$ cat config.mk
export PLATFORM = sky130hd
export DESIGN_NAME = servant_sleep_req_gen
export DESIGN_NICKNAME = d
export VERILOG_FILES = /design/src/rtl/servant_pm_pkg.sv /design/src/rtl/servant_sync_ff.sv /design/src/rtl/servant_sleep_req_gen.sv
export SDC_FILE = /design/constraint.sdc
export NUM_CORES = 1
export LEC_CHECK = 0
export CAP_MARGIN = 20
export CORE_MARGIN = 1
export CORE_UTILIZATION = 65
export CTS_BUF_LIST = sky130_fd_sc_hd__clkbuf_16
export DETAILED_ROUTE_END_ITERATION = 6
export DONT_BUFFER_PORTS = 1
export PLACE_DENSITY = 0.86
export SKIP_LAST_GASP = 1
export SYNTH_ARGS = -nofsm -noshare
export SYNTH_HDL_FRONTEND = slang
export SYNTH_SLANG_ARGS = --single-unit
$ cat constraint.sdc
create_clock -name i_clk -period 5.1 [get_ports i_clk]
set_input_delay 0.765 -clock i_clk [delete_from_list [all_inputs] [get_ports i_clk]]
set_output_delay 0.765 -clock i_clk [all_outputs]
set_load 0.1 [all_outputs]
$ cat src/rtl/servant_pm_pkg.sv
// Shared power-management definitions for the servant sleep/wake logic.
//   pm_state_e  : sleep-request FSM states
//   CAUSE_EXT   : wake-cause bit for the external interrupt
//   CAUSE_TIMER : wake-cause bit for the timer match
package servant_pm_pkg;

  typedef enum logic [1:0] {
    RUN   = 2'd0,
    REQ   = 2'd1,
    SLEEP = 2'd2,
    WAKE  = 2'd3
  } pm_state_e;

  localparam int unsigned CAUSE_EXT   = 0;
  localparam int unsigned CAUSE_TIMER = 1;

endpackage

$ cat src/rtl/servant_sync_ff.sv
// Multi-flop synchronizer for a single asynchronous level input.
//   i_clk   : destination clock
//   i_rst_n : asynchronous active-low reset, clears every stage
//   i_d     : asynchronous input
//   o_q     : input after STAGES flops
module servant_sync_ff #(
  parameter int unsigned STAGES = 2
) (
  input  logic i_clk,
  input  logic i_rst_n,
  input  logic i_d,
  output logic o_q
);

  logic [STAGES-1:0] sync_q;

  always_ff @(posedge i_clk or negedge i_rst_n) begin
    if (!i_rst_n) begin
      sync_q <= '0;
    end else begin
      sync_q <= {sync_q[STAGES-2:0], i_d};
    end
  end

  assign o_q = sync_q[STAGES-1];

endmodule

$ cat src/rtl/servant_sleep_req_gen.sv
// Core-side producer of the sleep/wakeup handshake for the servant clock
// gater. Runs on the free-running clock so it keeps working while wb_clk
// is gated.
//   i_clk          : free-running clock
//   i_rst_n        : asynchronous active-low reset
//   i_wfi          : one-cycle pulse, core executed WFI
//   i_ext_irq      : external interrupt, asynchronous level
//   i_timer_irq    : timer match, synchronous level
//   i_ext_en       : external interrupt wake enable
//   i_timer_en     : timer wake enable
//   i_sleeping     : gater status, high while wb_clk is gated
//   o_sleep_req    : level sleep request to the gater
//   o_wakeup_req   : wakeup request, WAKE_PULSE cycles per wake
//   o_wake_cause   : {timer, ext} cause of the last wake
//   o_sleep_cycles : saturating count of cycles spent in SLEEP
//   o_busy         : high in any state other than RUN
module servant_sleep_req_gen
  import servant_pm_pkg::*;
#(
  parameter int unsigned SYNC_STAGES = 2,
  parameter int unsigned WAKE_PULSE  = 1,
  parameter int unsigned ACK_TIMEOUT = 8,
  parameter int unsigned CNT_W       = 16
) (
  input  logic             i_clk,
  input  logic             i_rst_n,
  input  logic             i_wfi,
  input  logic             i_ext_irq,
  input  logic             i_timer_irq,
  input  logic             i_ext_en,
  input  logic             i_timer_en,
  input  logic             i_sleeping,
  output logic             o_sleep_req,
  output logic             o_wakeup_req,
  output logic [1:0]       o_wake_cause,
  output logic [CNT_W-1:0] o_sleep_cycles,
  output logic             o_busy
);

  localparam logic [7:0] TMO_LAST   = 8'(ACK_TIMEOUT - 1);
  localparam logic [3:0] PULSE_LAST = 4'(WAKE_PULSE - 1);

  pm_state_e        state_q, state_n;
  logic [7:0]       tmo_q, tmo_n;
  logic [3:0]       pcnt_q, pcnt_n;
  logic [CNT_W-1:0] cnt_n;
  logic [1:0]       cause_n;
  logic             wreq_n;
  logic             ext_s;
  logic [1:0]       pend_vec;
  logic             pend;

  servant_sync_ff #(
    .STAGES (SYNC_STAGES)
  ) u_ext_sync (
    .i_clk   (i_clk),
    .i_rst_n (i_rst_n),
    .i_d     (i_ext_irq),
    .o_q     (ext_s)
  );

  assign pend_vec[CAUSE_EXT]   = ext_s & i_ext_en;
  assign pend_vec[CAUSE_TIMER] = i_timer_irq & i_timer_en;
  assign pend                  = |pend_vec;

  always_comb begin
    state_n = state_q;
    tmo_n   = tmo_q;
    pcnt_n  = pcnt_q;
    cnt_n   = o_sleep_cycles;
    cause_n = o_wake_cause;
    wreq_n  = 1'b0;
    case (state_q)
      RUN: begin
        if (i_wfi && !pend) begin
          state_n = REQ;
          tmo_n   = '0;
          cnt_n   = '0;
        end
      end
      REQ: begin
        if (pend) begin
          state_n = WAKE;
          cause_n = pend_vec;
          wreq_n  = 1'b1;
          pcnt_n  = PULSE_LAST;
        end else if (i_sleeping) begin
          state_n = SLEEP;
        end else if (tmo_q == TMO_LAST) begin
          state_n = RUN;
          cause_n = '0;
        end else begin
          tmo_n = tmo_q + 8'd1;
        end
      end
      SLEEP: begin
        if (o_sleep_cycles != '1) begin
          cnt_n = o_sleep_cycles + CNT_W'(1);
        end
        if (pend) begin
          state_n = WAKE;
          cause_n = pend_vec;
          wreq_n  = 1'b1;
          pcnt_n  = PULSE_LAST;
        end else if (!i_sleeping) begin
          // gater released the clock without a wake source: fault
          state_n = RUN;
          cause_n = '0;
        end
      end
      WAKE: begin
        if (o_wakeup_req && (pcnt_q != '0)) begin
          wreq_n = 1'b1;
          pcnt_n = pcnt_q - 4'd1;
        end
        // exit on the same edge that ends the pulse, once the gater is awake
        if (!wreq_n && !i_sleeping) begin
          state_n = RUN;
        end
      end
      default: state_n = RUN;
    endcase
  end

  // Outputs are registered from the next-state decode so they line up
  // with the state register.
  always_ff @(posedge i_clk or negedge i_rst_n) begin
    if (!i_rst_n) begin
      state_q        <= RUN;
      tmo_q          <= '0;
      pcnt_q         <= '0;
      o_sleep_req    <= 1'b0;
      o_wakeup_req   <= 1'b0;
      o_wake_cause   <= '0;
      o_sleep_cycles <= '0;
      o_busy         <= 1'b0;
    end else begin
      state_q        <= state_n;
      tmo_q          <= tmo_n;
      pcnt_q         <= pcnt_n;
      o_sleep_req    <= (state_n == REQ) || (state_n == SLEEP);
      o_wakeup_req   <= wreq_n;
      o_wake_cause   <= cause_n;
      o_sleep_cycles <= cnt_n;
      o_busy         <= (state_n != RUN);
    end
  end

endmodule

==> results of run 1 <==
==> layout by cell type, fill, tap and decap left out, types with 7 or more instances in the layout <==
| cell | instances |
|---|---|
| inv_1 | 16 |
| dfrtp_1 | 37 |
| nand3_1 | 13 |
| nor2_1 | 17 |
| nand2_1 | 18 |
| o21ai_0 | 16 |
| o211ai_1 | 10 |
| ha_1 | 8 |
| nand4_1 | 7 |
| o31ai_1 | 12 |
==> registers in the layout, indices dropped and copies added, names as in the netlist <==
register / cells
o_busy: 1
o_sleep_cycles: 16
o_sleep_req: 1
o_wake_cause: 2
o_wakeup_req: 1
pcnt_q: 4
state_q: 2
tmo_q: 8
u_ext_sync.sync_q: 2
==> area by class of cell <==
| class | count | area, sq um |
|---|---|---|
| inverter | 15 | 56.3 |
| fill | 212 | 783 |
| clock inverter | 3 | 13.8 |
| multi-input combinational | 171 | 1120 |
| clock buffer | 5 | 125 |
| tap | 44 | 55.1 |
| sequential | 37 | 926 |
==> metal layers <==
layer	vias to the layer above	GRT usage, %	part of all wire, %
met3	17	9.83	6.5
met1	906	33.6	40
met4	0	13.9	3.0
li1	882	-	-
met2	87	51.2	50
met5	-	0	0
==> kinds of logic after synthesis <==
kind of cell | count (synthesis) | synth area share, %
simple gates | 83 | 20.0
compound gates | 78 | 26.7
flops | 37 | 43.4
buf+inv | 22 | 4.28
fa+ha+maj | 8 | 4.69
mux | 2 | 0.996
==> worst paths after layout <==
| check | endpoint | start |
|---|---|---|
| setup / recovery | o_sleep_cycles[1] | o_sleep_cycles[1] |
| hold / removal | o_sleep_cycles[14] | i_rst_n |
| setup reg to reg | o_sleep_cycles[1] | o_sleep_cycles[1] |
| hold reg to reg | u_ext_sync.sync_q[1] | u_ext_sync.sync_q[0] |
| max in group asynchronous | tmo_q[0] | i_rst_n |
| min in group i_clk | u_ext_sync.sync_q[1] | u_ext_sync.sync_q[0] |
==> power by group through the flow <==
stage               logic, mW  clock network (mW)  registers (mW)
finish                  0.299               0.291           0.640
global route            0.332               0.310           0.647
CTS                     0.296               0.296           0.640
detailed placement      0.294                   0           0.645
global placement        0.276                   0           0.640
floorplan               0.240                   0           0.630
==> out/results.ini, run 1 <==
[finish]
stdcell_count = 275
final_util_pct = 74.6
nets = 246
drive_above_1_share_pct = 7.79
syn_to_final_growth_pct = 7.44
antennaDiodeCount = 0
final_area_sq_um = 2290

[die]
fp.dieW_um = 59.3
die-area_sq_um = 3520
pin_count = 29
fp.dieH_um = 59.3
start_util_pct = 69.4
fp-row-count = 20
core_region_area_sq_um = 3080

[outcome]
outcome = completed

[setup_path]
crit_required_ps = 5270
crit_path_max_fanout = 9
cp_data_arrival_time_ps = 2930
path_cells = ha_1, nand4_1, nor4_1, or2_2, o21ai_0, a22o_1
critPathBufInv = 0
cpLargestDelayFamily = flip-flops
slowest_delay_ps = 1010
path_class = reg -> reg
crit_path_start_kind = register
worstSetupEndpointType = register
reg2reg_slack_ps = 2340
cp.depth = 6
crit_path_top_delay_cell = dfrtp_1
worstRegToRegCells = 6

[global_routing]
grt_overflow = 0
grt_use_total_pct = 29.9
grt_pass1_vias = 1771
grt_max_degree = 38
grt_pass1_wl_mm = 7.68
grt_antenna_before_repair = 0

[job]
drv_cap = 0

[timing]
period_share_pct = 54.1
fmax_mhz = 362
fin_tns_setup_ps = 0
finalSetupViolCount = 0
finalCriticalPeriod_ps = 2760
timing.hold.ws_ps = 175
fin_ws_ps = 2340
worstMarginPinSlew_ps = 1090
rsz0062_at_grt = no
clock_skew_ps = 3.22
maxSlewHeadroom_pct = 27.1
finalHoldViolCount = 0
drv_slew = 0

[drt]
totalWireLength_mm = 4.83
drtPass1Iterations = 4
drtIter0Drc = 190
via_count = 1892
drtAntennaViolNets = 0
wire_per_inst_um = 17.6
vias_per_cell = 6.88
drc = 0

[synth]
synth.cell_area_sq_um = 2140
synth_cell_types = 51
yosysSeqAreaShare_pct = 43.4
synthCells = 230
yosysTopAreaCell = dfrtp_1
synth_ff_type = dfrtp_1
synth-edff-count = 0
yosys-top-cells-count = 37 x dfrtp_1, 18 x nand2_1, 17 x nor2_1
synth.most_common_cell = dfrtp_1
synth_top_area_share_pct = 43.4
async_flop_share_pct = 100
netlist_top_cells_area = dfrtp_1 43%, ha_1 4.7%, o31ai_1 4.2%, o21ai_0 3.7%, o211ai_1 3.5%
synth_warnings = 0
synth_fp_nets = 246
syn_area_per_cell_sq_um = 9.29
ys_seq_elements = 37

[pwr]
cellPowerDensity_nw_per_um2 = 536
total_power_mw = 1.23
comb_power_share_pct = 24.3
vdd_ir_drop_max_mv = 0.379
p_int_mw = 0.625
p_leak_nw = 0.933
p_sw_share_pct = 49.2
pwr-share-clk_pct = 23.7
p_sw_mw = 0.606
seqPwrFrac_pct = 52.0

[place]
pre_cts_ws_ps = 2400
io_buffers = 0
dp_cells = 267
place_hpwl_mm = 3.30
placed_cell_area_sq_um = 2160
gp_congestion = 0.932

[hold_path]
hp-class = in -> async

[clocking]
cts_tree = built
cts-resized-gates = 0
htreeDepth = 2
post-cts-setup-buffer-count = 0
cts_buffers = 5
postCtsHoldBufs = 0
clk_path_buf_depth = 2
cts_root_buffer = clkbuf_16
clock_latency_ps = 280
cts.sinks = 37
path_clk_slew_ps = 50

(Power assumes the default switching activity.)
==> inputs of run 2 (changes only) <==
- CORE_UTILIZATION: 65 -> 57
- PLACE_DENSITY: 0.86 -> 0.8
- clock period: 5.1 -> 2.4 ns (I/O delays scaled with it)
==> run 2 against run 1 <==
  * Hold slack got worse by 61 ps
  * Die area rose by 14%
  * Combinational power rose to 4.0 times the previous value
  * Count of clock-buffer cells in the layout did not move
  * Clock power rose by 150%
  * Cell area rose by 10%
  * Clock skew rose by 5.1 ps
  * Fmax rose by 25%
  * Critical path depth did not move
  * Register-to-register slack got worse by 2100 ps
  * Cell count rose by 9.8%
  * Non-clock buffer count rose by 25
  * Highest routed layer unchanged
==> out/results.ini, run 2 (synthesis gave the netlist of run 1 again) <==
[outcome]
outcome = completed

[setup_path]
worstReg2RegStart = state_q[1]
reg2reg_to = o_sleep_req
reg2reg_slack_ps = 190
crit_required_ps = 2560
crit_path_start_kind = register
worstSetupEndpointType = register
cp_data_arrival_time_ps = 2360
crit_path_max_fanout = 15
path_class = reg -> reg
worstRegToRegCells = 6

[finish]
reg_top3 = o_sleep_cycles (16), tmo_q (8), pcnt_q (4)
final_area_sq_um = 2530
stdcell_count = 302
nets = 271
drive_above_1_share_pct = 18.8
final_util_pct = 73.0
syn_to_final_growth_pct = 18.6
regMostFlops = o_sleep_cycles
layout_commonest_cell = dfrtp_1
largest_register_ffs = 16
final_cell_mix = 30 x dfrtp_1, 23 x buf_4, 18 x nand2_1, 17 x nor2_1
antennaDiodeCount = 0

[die]
core_region_area_sq_um = 3470
fp.dieW_um = 63.2
pin_count = 29
die-area_sq_um = 4000
fp-row-count = 21
start_util_pct = 61.6
fp.dieH_um = 63.2

[pwr]
vdd_ir_drop_max_mv = 0.653
cellPowerDensity_nw_per_um2 = 1130
total_power_mw = 2.86
p_leak_nw = 1.07

[drt]
drtAntennaViolNets = 0
drtPass1Iterations = 4
via_count = 1977
drc = 0
totalWireLength_mm = 5.03
wire_per_inst_um = 16.7
vias_per_cell = 6.55
drtIter0Drc = 178

[global_routing]
grt_max_degree = 38
grt_overflow = 0
grt_pass1_wl_mm = 8.65
grt_pass1_vias = 1864
grt_antenna_before_repair = 0
grt_use_total_pct = 27.9

[clocking]
cts_root_buffer = clkbuf_16
cts_tree = built
path_clk_slew_ps = 50
htreeDepth = 2
cts-resized-gates = 0
cts.sinks = 37
clk_path_buf_depth = 2
clock_latency_ps = 280
cts_buffers = 5

[timing]
maxSlewHeadroom_pct = 41.9
finalSetupViolCount = 0
finalHoldViolCount = 0
drv_slew = 0
timing.hold.ws_ps = 114
fin_ws_ps = 195
worstMarginPinSlew_ps = 873
rsz0062_at_grt = no
finalCriticalPeriod_ps = 2210
clock_skew_ps = 8.35
fmax_mhz = 453
period_share_pct = 91.9
fin_tns_setup_ps = 0

[place]
io_buffers = 0
placed_cell_area_sq_um = 2340
gp_congestion = 0.879
place_hpwl_mm = 3.50
pre_cts_ws_ps = 289
dp_cells = 292

[hold_path]
min_from = i_ext_irq
min_to = u_ext_sync.sync_q[0]
hp-class = in -> reg
hold_depth = 0

[job]
drv_cap = 0

[run 2: cell count changes in the layout (fill, tap and decap cells not counted), sizes merged]
cell | previous run | this run
dlygate4sd3 | 0 | 1
bufinv | 0 | 1
buf | 0 | 24
clkinv | 2 | 1
[run 2: how the worst max path moves through the flow]
| stage | start | to | slack, ps | cells after the start |
|---|---|---|---|---|
| after global placement | state_q[1] | o_sleep_req | 360 | 6 |
| after floorplan | o_sleep_cycles[5] | o_sleep_cycles[1] | -2 | 6 |
| final | state_q[1] | o_sleep_req | 190 | 6 |
| after CTS | state_q[1] | o_sleep_req | 230 | 6 |
| after global routing | state_q[1] | o_sleep_cycles[4] | 20 | 7 |
| after detailed placement | state_q[1] | o_sleep_cycles[7] | 290 | 7 |
[run 2: layout make-up]
cell class / instances / area [sq um]
Clock buffer: 5 / 125
Clock inverter: 3 / 37.5
Fill cell: 283 / 936
Inverter: 15 / 56.3
Multi-Input combinational cell: 171 / 1120
Sequential cell: 37 / 935
Tap cell: 46 / 57.6
Timing Repair Buffer: 25 / 203
[run 2: metal layers]
layer  share of wire, %  vias to the layer above  GRT usage [%]
met5                  0                        -              0
met4                1.2                        0           9.09
li1                   -                      936              -
met1                 41                      948           34.5
met3                6.6                        9           5.80
met2                 51                       84           48.5
[run 2: what timing repair did]
item	4_1_cts	5_1_grt
setup buffers	0	0
hold buffers	2	0
endpoints found under the hold margin	37	0
[run 2: report_power, final]
| part | total (mW) | switching, mW | internal, mW |
|---|---|---|---|
| clock | 0.717 | 0.235 | 0.482 |
| combinational | 1.20 | 0.881 | 0.319 |
| sequential | 0.940 | 0.207 | 0.732 |
| total | 2.86 | 1.32 | 1.53 |
[run 2: critical path, stage by stage, from the launching register on]
cell     delay [ps]
dfrtp_1         430
inv_1           120
ha_1            520
inv_1           230
o21ai_0         340
a31oi_1         140
ha_1            290
